`src/rtl/mem_bus_arbiter.sv`:
```
// Round-robin arbiter sharing the register/RAM bus between the fetch and data ports.
// Register accesses occupy the bus for one cycle; RAM accesses for RAM_LAT cycles.
module mem_bus_arbiter #(
  parameter int unsigned RAM_LAT = 2,
  parameter int unsigned REG_TOP = 16
) (
  input  logic        CLK,
  input  logic        RST_N,
  input  logic        D_REQ,
  input  logic        D_WE,
  input  logic [15:0] D_ADD,
  input  logic [15:0] D_WDATA,
  output logic        D_ACK,
  output logic [15:0] D_RDATA,
  input  logic        I_REQ,
  input  logic [15:0] I_ADD,
  output logic        I_ACK,
  output logic [15:0] I_RDATA,
  output logic [15:0] ADD,
  output logic [15:0] WDATA,
  output logic        WE,
  output logic        RE,
  input  logic [15:0] RDATA,
  output logic        BUSY
);

  localparam int unsigned AW = 16;
  localparam int unsigned DW = 16;
  localparam int unsigned CW = 4;
  localparam logic [AW-1:0] REG_TOP_ADD = AW'(REG_TOP);
  localparam logic [CW-1:0] RAM_WAIT    = CW'(RAM_LAT - 1);

  typedef enum logic [1:0] {
    IDLE   = 2'd0,
    ACCESS = 2'd1,
    RESP   = 2'd2
  } state_t;

  state_t          state_q, state_d;
  logic [CW-1:0]   cnt_q, cnt_d;
  logic            port_fetch_q, port_fetch_d;
  logic            last_fetch_q, last_fetch_d;
  logic            wr_q, wr_d;
  logic [AW-1:0]   add_q, add_d;
  logic [DW-1:0]   wdata_q, wdata_d;
  logic            we_q, we_d;
  logic            re_q, re_d;
  logic            d_ack_q, d_ack_d;
  logic            i_ack_q, i_ack_d;
  logic [DW-1:0]   d_rdata_q, d_rdata_d;
  logic [DW-1:0]   i_rdata_q, i_rdata_d;
  logic            busy_q, busy_d;

  logic            gnt_any;
  logic            gnt_fetch;
  logic [AW-1:0]   gnt_add;

  // Fetch wins only when data is idle or data was served last.
  assign gnt_any   = D_REQ | I_REQ;
  assign gnt_fetch = I_REQ & (~D_REQ | ~last_fetch_q);
  assign gnt_add   = gnt_fetch ? I_ADD : D_ADD;

  always_ff @(posedge CLK or negedge RST_N) begin
    if (!RST_N) begin
      state_q      <= IDLE;
      cnt_q        <= '0;
      port_fetch_q <= 1'b0;
      last_fetch_q <= 1'b1;
      wr_q         <= 1'b0;
      add_q        <= '0;
      wdata_q      <= '0;
      we_q         <= 1'b0;
      re_q         <= 1'b0;
      d_ack_q      <= 1'b0;
      i_ack_q      <= 1'b0;
      d_rdata_q    <= '0;
      i_rdata_q    <= '0;
      busy_q       <= 1'b0;
    end else begin
      state_q      <= state_d;
      cnt_q        <= cnt_d;
      port_fetch_q <= port_fetch_d;
      last_fetch_q <= last_fetch_d;
      wr_q         <= wr_d;
      add_q        <= add_d;
      wdata_q      <= wdata_d;
      we_q         <= we_d;
      re_q         <= re_d;
      d_ack_q      <= d_ack_d;
      i_ack_q      <= i_ack_d;
      d_rdata_q    <= d_rdata_d;
      i_rdata_q    <= i_rdata_d;
      busy_q       <= busy_d;
    end
  end

  // Next state and wait counter; counter preloads with the access length minus one.
  always_comb begin
    state_d = state_q;
    cnt_d   = cnt_q;
    case (state_q)
      IDLE: begin
        if (gnt_any) begin
          state_d = ACCESS;
          cnt_d   = (gnt_add <= REG_TOP_ADD) ? '0 : RAM_WAIT;
        end
      end
      ACCESS: begin
        if (cnt_q == '0) begin
          state_d = RESP;
        end else begin
          cnt_d = cnt_q - CW'(1);
        end
      end
      RESP:    state_d = IDLE;
      default: state_d = IDLE;
    endcase
  end

  // Next values of the registered bus, acknowledge and read-data outputs.
  always_comb begin
    port_fetch_d = port_fetch_q;
    last_fetch_d = last_fetch_q;
    wr_d         = wr_q;
    add_d        = add_q;
    wdata_d      = wdata_q;
    d_rdata_d    = d_rdata_q;
    i_rdata_d    = i_rdata_q;
    we_d         = 1'b0;
    re_d         = 1'b0;
    d_ack_d      = 1'b0;
    i_ack_d      = 1'b0;
    busy_d       = (state_d != IDLE);
    case (state_q)
      IDLE: begin
        if (gnt_any) begin
          port_fetch_d = gnt_fetch;
          add_d        = gnt_add;
          wdata_d      = gnt_fetch ? '0 : D_WDATA;
          wr_d         = ~gnt_fetch & D_WE;
          we_d         = ~gnt_fetch & D_WE;
          re_d         = ~(~gnt_fetch & D_WE);
        end
      end
      ACCESS: begin
        if (cnt_q != '0) begin
          we_d = wr_q;
          re_d = ~wr_q;
        end else begin
          if (!wr_q) begin
            if (port_fetch_q) i_rdata_d = RDATA;
            else              d_rdata_d = RDATA;
          end
          last_fetch_d = port_fetch_q;
          d_ack_d      = ~port_fetch_q;
          i_ack_d      = port_fetch_q;
        end
      end
      default: ;
    endcase
  end

  assign ADD     = add_q;
  assign WDATA   = wdata_q;
  assign WE      = we_q;
  assign RE      = re_q;
  assign D_ACK   = d_ack_q;
  assign I_ACK   = i_ack_q;
  assign D_RDATA = d_rdata_q;
  assign I_RDATA = i_rdata_q;
  assign BUSY    = busy_q;

endmodule

```
`config.mk`:
```
export PLATFORM = sky130hd
export DESIGN_NAME = mem_bus_arbiter
export DESIGN_NICKNAME = d
export VERILOG_FILES = /design/src/rtl/mem_bus_arbiter.sv
export SDC_FILE = /design/constraint.sdc
export NUM_CORES = 1
export LEC_CHECK = 0
export BUFFER_PORTS_ARGS = -buffer_cell sky130_fd_sc_hd__buf_2
export CAP_MARGIN = 15
export CORE_UTILIZATION = 51
export CTS_CLUSTER_SIZE = 28
export DETAILED_ROUTE_END_ITERATION = 8
export GPL_ROUTABILITY_DRIVEN = 0
export PLACE_DENSITY = 0.85
export SLEW_MARGIN = 15
export SYNTH_ARGS = -nofsm -noshare
export SYNTH_HDL_FRONTEND = slang
export SYNTH_SLANG_ARGS = --single-unit
export TNS_END_PERCENT = 50
```
`constraint.sdc`:
```
create_clock -name CLK -period 4.7 [get_ports CLK]
set_clock_uncertainty 0.2 [all_clocks]
set_input_delay 0 -clock CLK [delete_from_list [all_inputs] [get_ports CLK]]
set_output_delay 0 -clock CLK [all_outputs]
set_load 0.01 [all_outputs]
```
# After elaboration in Yosys (flattened, before gate mapping)
# Cells that the tools add are included.
op_classes:
  addsub: 1
  magnitude_cmp: 1
  n_eq_ne: 3
  mux: 19
  bitwise_logic: 11
  reduce_logical: 10
op_table:
  columns: ["op", "count"]
  rows:
  - ["16-bit 2-to-1 mux", 2]
  - ["16-bit by 5-bit <= comparator with 1-bit output, second input constant", 1]
  - ["1-bit 2-to-1 mux", 9]
  - ["4-bit 2-to-1 mux", 2]
  - ["4-bit case mux with 2 select lines", 1]
  - ["4-bit AND reduction", 2]
  - ["1-bit NOT", 7]
  - ["4-bit logical NOT", 1]
  - ["2-bit 2-to-1 mux", 2]
  - ["2-bit != test, second input constant", 2]
  - ["1-bit case mux with 2 select lines", 2]
  - ["2-bit case mux with 2 select lines", 1]
  - ["2-bit AND reduction", 2]
  - ["2-bit nonzero test", 2]
  - ["4-bit nonzero test", 1]
  - ["4-bit by 1-bit subtractor with 4-bit output, second input constant", 1]
  - ["3-bit AND reduction", 1]
  - ["1-bit bitwise AND", 2]
  - ["2-bit by 1-bit equality test with 1-bit output, second input constant", 1]
  - ["2-bit logical NOT", 1]
  - ["1-bit bitwise OR", 2]
word_totals:
  regBits: 78
  inputBits: 69
  out_inout_bits: 69
  word_cells: 59

# Longest topological paths before layout
depth:
  word_depth: 8
  depth_mapped: 10

# Worst setup path after synthesis
# No wires, ideal clock.
synth_timing:
  path_type: "reg2reg"
  startpoint: "register cnt_q[0]"
  endpoint: "register d_rdata_q[10], in the netlist D_RDATA[10]"
  setup_ps: 125
  arrival_ps: 1789
  slack_ps: 2586
  path_stages_with_launch: 8
  period_less_slack_ps: 2114
  cell_sequence: "dfrtp_1 -> inv_1 -> ha_1 -> nor3b_2 -> nand2_2 -> nor3_2 -> buf_4 -> mux2_2"
synth_between:
  elab_chain_cells: 3
synth_rtl:
  columns: ["element", "line", "source"]
  rows:
  - ["start, declared", "40", "logic [CW-1:0] cnt_q, cnt_d;"]
  - ["start signal, assigned", "81", "cnt_q <= cnt_d;"]
  - ["4-bit nonzero test", "146", "if (cnt_q != '0) begin"]
  - ["1-bit NOT (no line)", null, null]
  - ["4-bit AND reduction (no line)", null, null]
  - ["end signal, assigned", "91", "d_rdata_q <= d_rdata_d;"]
  - ["end, declared", "50", "logic [DW-1:0] d_rdata_q, d_rdata_d;"]
# No other way between the ends.
# A chain may end at the register's enable or synchronous reset.

# Final worst setup path
layout_timing:
  startpoint: "register state_q[1]"
  endpoint: "register add_q[9], in the netlist ADD[9]"
layout_between:
  elab_chain_cells: 2
layout_rtl:
  columns: ["element", "line", "source"]
  rows:
  - ["start, declared", "39", "state_t state_q, state_d;"]
  - ["start signal, assigned", "80", "state_q <= state_d;"]
  - ["2-bit logical NOT", "134", "case (state_q)"]
  - ["2-bit AND reduction (no line)", null, null]
  - ["end signal, assigned", "70", "add_q <= '0;"]
  - ["end signal, assigned", "85", "add_q <= add_d;"]
  - ["end, declared", "44", "logic [AW-1:0] add_q, add_d;"]
# No other way between the ends.

==> flow_summary.yaml <==
outcome:
  status: "finished, final reports clean"
power_and_ir_drop:
  ir_worst_vdd_mv: 0.354
  powerDensity_nw_per_um2: 612
  leakage_nw: 2.40
clocking:
  cts-resized-gates: 0
  cts_tree: "done"
  h-tree-depth: 3
  clockRootBuffer: "clkbuf_8"
  numCtsBuffers: 9
  cts_sinks: 78
  clk_pin_slew_ps: 80
  postCtsSetupRepairBufs: 0
  clock_latency_ps: 330
  holdBufCountCts: 70
  clockBufferDepth: 2
setup_path:
  rr_worst_depth: 4
  timing.rr.end: "ADD[9]"
  worstReg2RegStart: "state_q[1]"
  critPathLaunchType: "register"
  crit_path_end_kind: "register"
  worst-path-max-fanout: 34
  startpoint: "state_q[1]"
  arrival_ps: 2750
  rrSetupSlack_ps: 1970
  worstSetupPathType: "register to register"
  worstPathRequired_ps: 4720
job:
  cap_viol_max_count: 0
yosys:
  synth_top_area_share_pct: 59.8
  syn_area_per_cell_um2: 12.3
  synthesis.instances: 263
  syn-num-nets: 334
  async_flop_share_pct: 100
  synth_seq_cells: 78
  ys_top_cells_by_area: "dfrtp_1, mux2_2, nand2_1"
  yosysWarnings: 0
  netlist_area_um2: 3220
  synth-main-ff-cell: "dfrtp_1"
  ys_seq_area_share_pct: 60.6
  synth_top_cell_by_area: "dfrtp_1"
  ys_types: 39
  synth-edff-count: 0
cells_and_area:
  nets: 542
  syn2layout_area_growth_pct: 50.4
  n_antenna_cell: 0
  drive_gt1_share_pct: 41.4
  fillers: 344
floorplanning:
  ios: 138
  die_h_um: 81.5
  dieArea_um2: 6640
  initial_core_util_pct: 53.8
  dieWidth_um: 81.5
  coreArea_um2: 5990
  rows: 28
timing:
  grt_setup_unrepaired: "false"
  tns_ps: 0
  slew_viol_final: 0
  worstMarginPinSlew_ps: 1120
  period_minus_slack_ps: 2730
  hold_viol_final: 0
  fin_hold_ws_ps: 82.0
  relSlewSlack_pct: 25.5
  fin_crit_sh_pct: 58.1
  final-setup-viol-count: 0
  fmax_mhz: 366
grt:
  grt_max_degree: 79
  grt_pass1_wl_um: 13600
  antenna_found_initial: 0
  grt_pass1_vias: 2984
  overflow: 0
  track_usage_pct: 27.6
route:
  drt.antenna.violating_nets: 0
  vias: 2917
  finalWirelength_um: 8820
  drt-initial-drc-count: 171
  firstDrtPassIters: 4
  drc_errors: 0
  vias_per_cell: 5.29
  wire_per_inst_um: 16.0
place:
  io_buffers: 137
  dp.final_hpwl_um: 5120
worst_hold_path:
  hp-class: "primary input to register"
  hp-start: "D_ADD[12]"
  worstHoldPathCells: 6
  hold_end: "cnt_q[0]"
[state kept, by name (all words and copies together) (netlist names)]
signal / count
last_fetch_q: 1
D_ACK: 1
BUSY: 1
state_q: 2
cnt_q: 4
D_RDATA: 16
WDATA: 16
port_fetch_q: 1
wr_q: 1
ADD: 16
I_RDATA: 16
I_ACK: 1
RE: 1
WE: 1
[stage by stage]
| step | area [um2] | power [mW] | cells | setup slack (ps) | utilization (%) |
|---|---|---|---|---|---|
| after floorplan | 3220 | 1.84 | 263 | 2590 | - |
| after global placement | 3950 | 2.23 | 465 | 2300 | 65.9 |
| after detailed placement | 3950 | 2.29 | 465 | 2200 | 65.9 |
| after CTS | 4840 | 2.94 | 551 | 2100 | 80.9 |
| after global routing | 4840 | 3.15 | 551 | 1730 | 80.9 |
| final | 4840 | 2.96 | 551 | 1970 | 80.9 |
[area by class of cell]
class / instances / area, um2 / share of cell area [%]
Clock buffer: 11 / 141 / 2.92
Multi-Input combinational cell: 168 / 1180 / 24.3
Tap cell: 75 / 93.8 / 1.94
Inverter: 5 / 18.8 / 0.387
Sequential cell: 78 / 1950 / 40.3
Clock inverter: 5 / 57.6 / 1.19
Timing Repair Buffer: 209 / 1400 / 29.0
[critical path, stage by stage, from the launching register on]
cell	delay, ps
dfrtp_1	410
nor2_1	230
o21a_1	930
a31oi_1	210
dlygate4sd3_1	640
[power breakdown]
group          switching [mW]  internal [mW]  total [mW]
clock network           0.236          0.261       0.497
logic                   0.623          0.679        1.30
registers               0.179          0.986        1.16
[routing by layer]
layer / global-route usage (%) / vias to the layer above / wire [um]
met1: 31.4 / 1396 / 3350
met3: 4.67 / 31 / 571
met2: 48.7 / 146 / 4610
met5: 0 / - / 0
li1: - / 1344 / -
met4: 15.9 / 0 / 293
[synthesized netlist by cell type, drive strengths merged, types with 2 or more instances]
cell / n
nor3: 4
a31oi: 15
a22o: 17
nor2: 23
ha: 2
nor4: 6
nand3: 2
inv: 5
buf: 4
nand2: 44
o21ai: 5
clkbuf: 8
dfrtp: 77
mux2: 34
[cells by family after synthesis]
logic type	Yosys count	share of synthesized area (%)
AND/OR/NAND/NOR	87	12.2
flip-flops	78	60.6
AO/OA/AOI/OAI	42	9.59
multiplexers	35	13.4
buffers and inverters	17	2.87
XOR/XNOR	2	0.544
adder cells (fa/ha/maj)	2	0.777
[cells in the final DEF, fill, tap and decap left out, types with 2 or more instances in the layout]
| cell | instances |
|---|---|
| buf_2 | 136 |
| dfrtp_1 | 77 |
| dlygate4sd3_1 | 70 |
| nand2_1 | 42 |
| mux2_2 | 24 |
| nor2_1 | 23 |
| a22o_1 | 17 |
| a31oi_1 | 15 |
| mux2_4 | 10 |
| clkbuf_8 | 10 |
| nor4_1 | 6 |
| inv_1 | 4 |
| o21ai_0 | 4 |
| nor3_1 | 3 |
| buf_4 | 3 |
| nand2_2 | 2 |
| nand3_1 | 2 |
| ha_1 | 2 |
| clkinv_2 | 2 |
[how the worst max path moves through the flow]
stage	endpoint	slack (ps)
after floorplan	D_RDATA[10]	2590
final	ADD[9]	1970
after detailed placement	I_RDATA[2]	2200
after global routing	ADD[10]	1730
after CTS	ADD[13]	2100
after global placement	I_RDATA[2]	2300
Note: power is estimated with default switching activity, not from simulation.
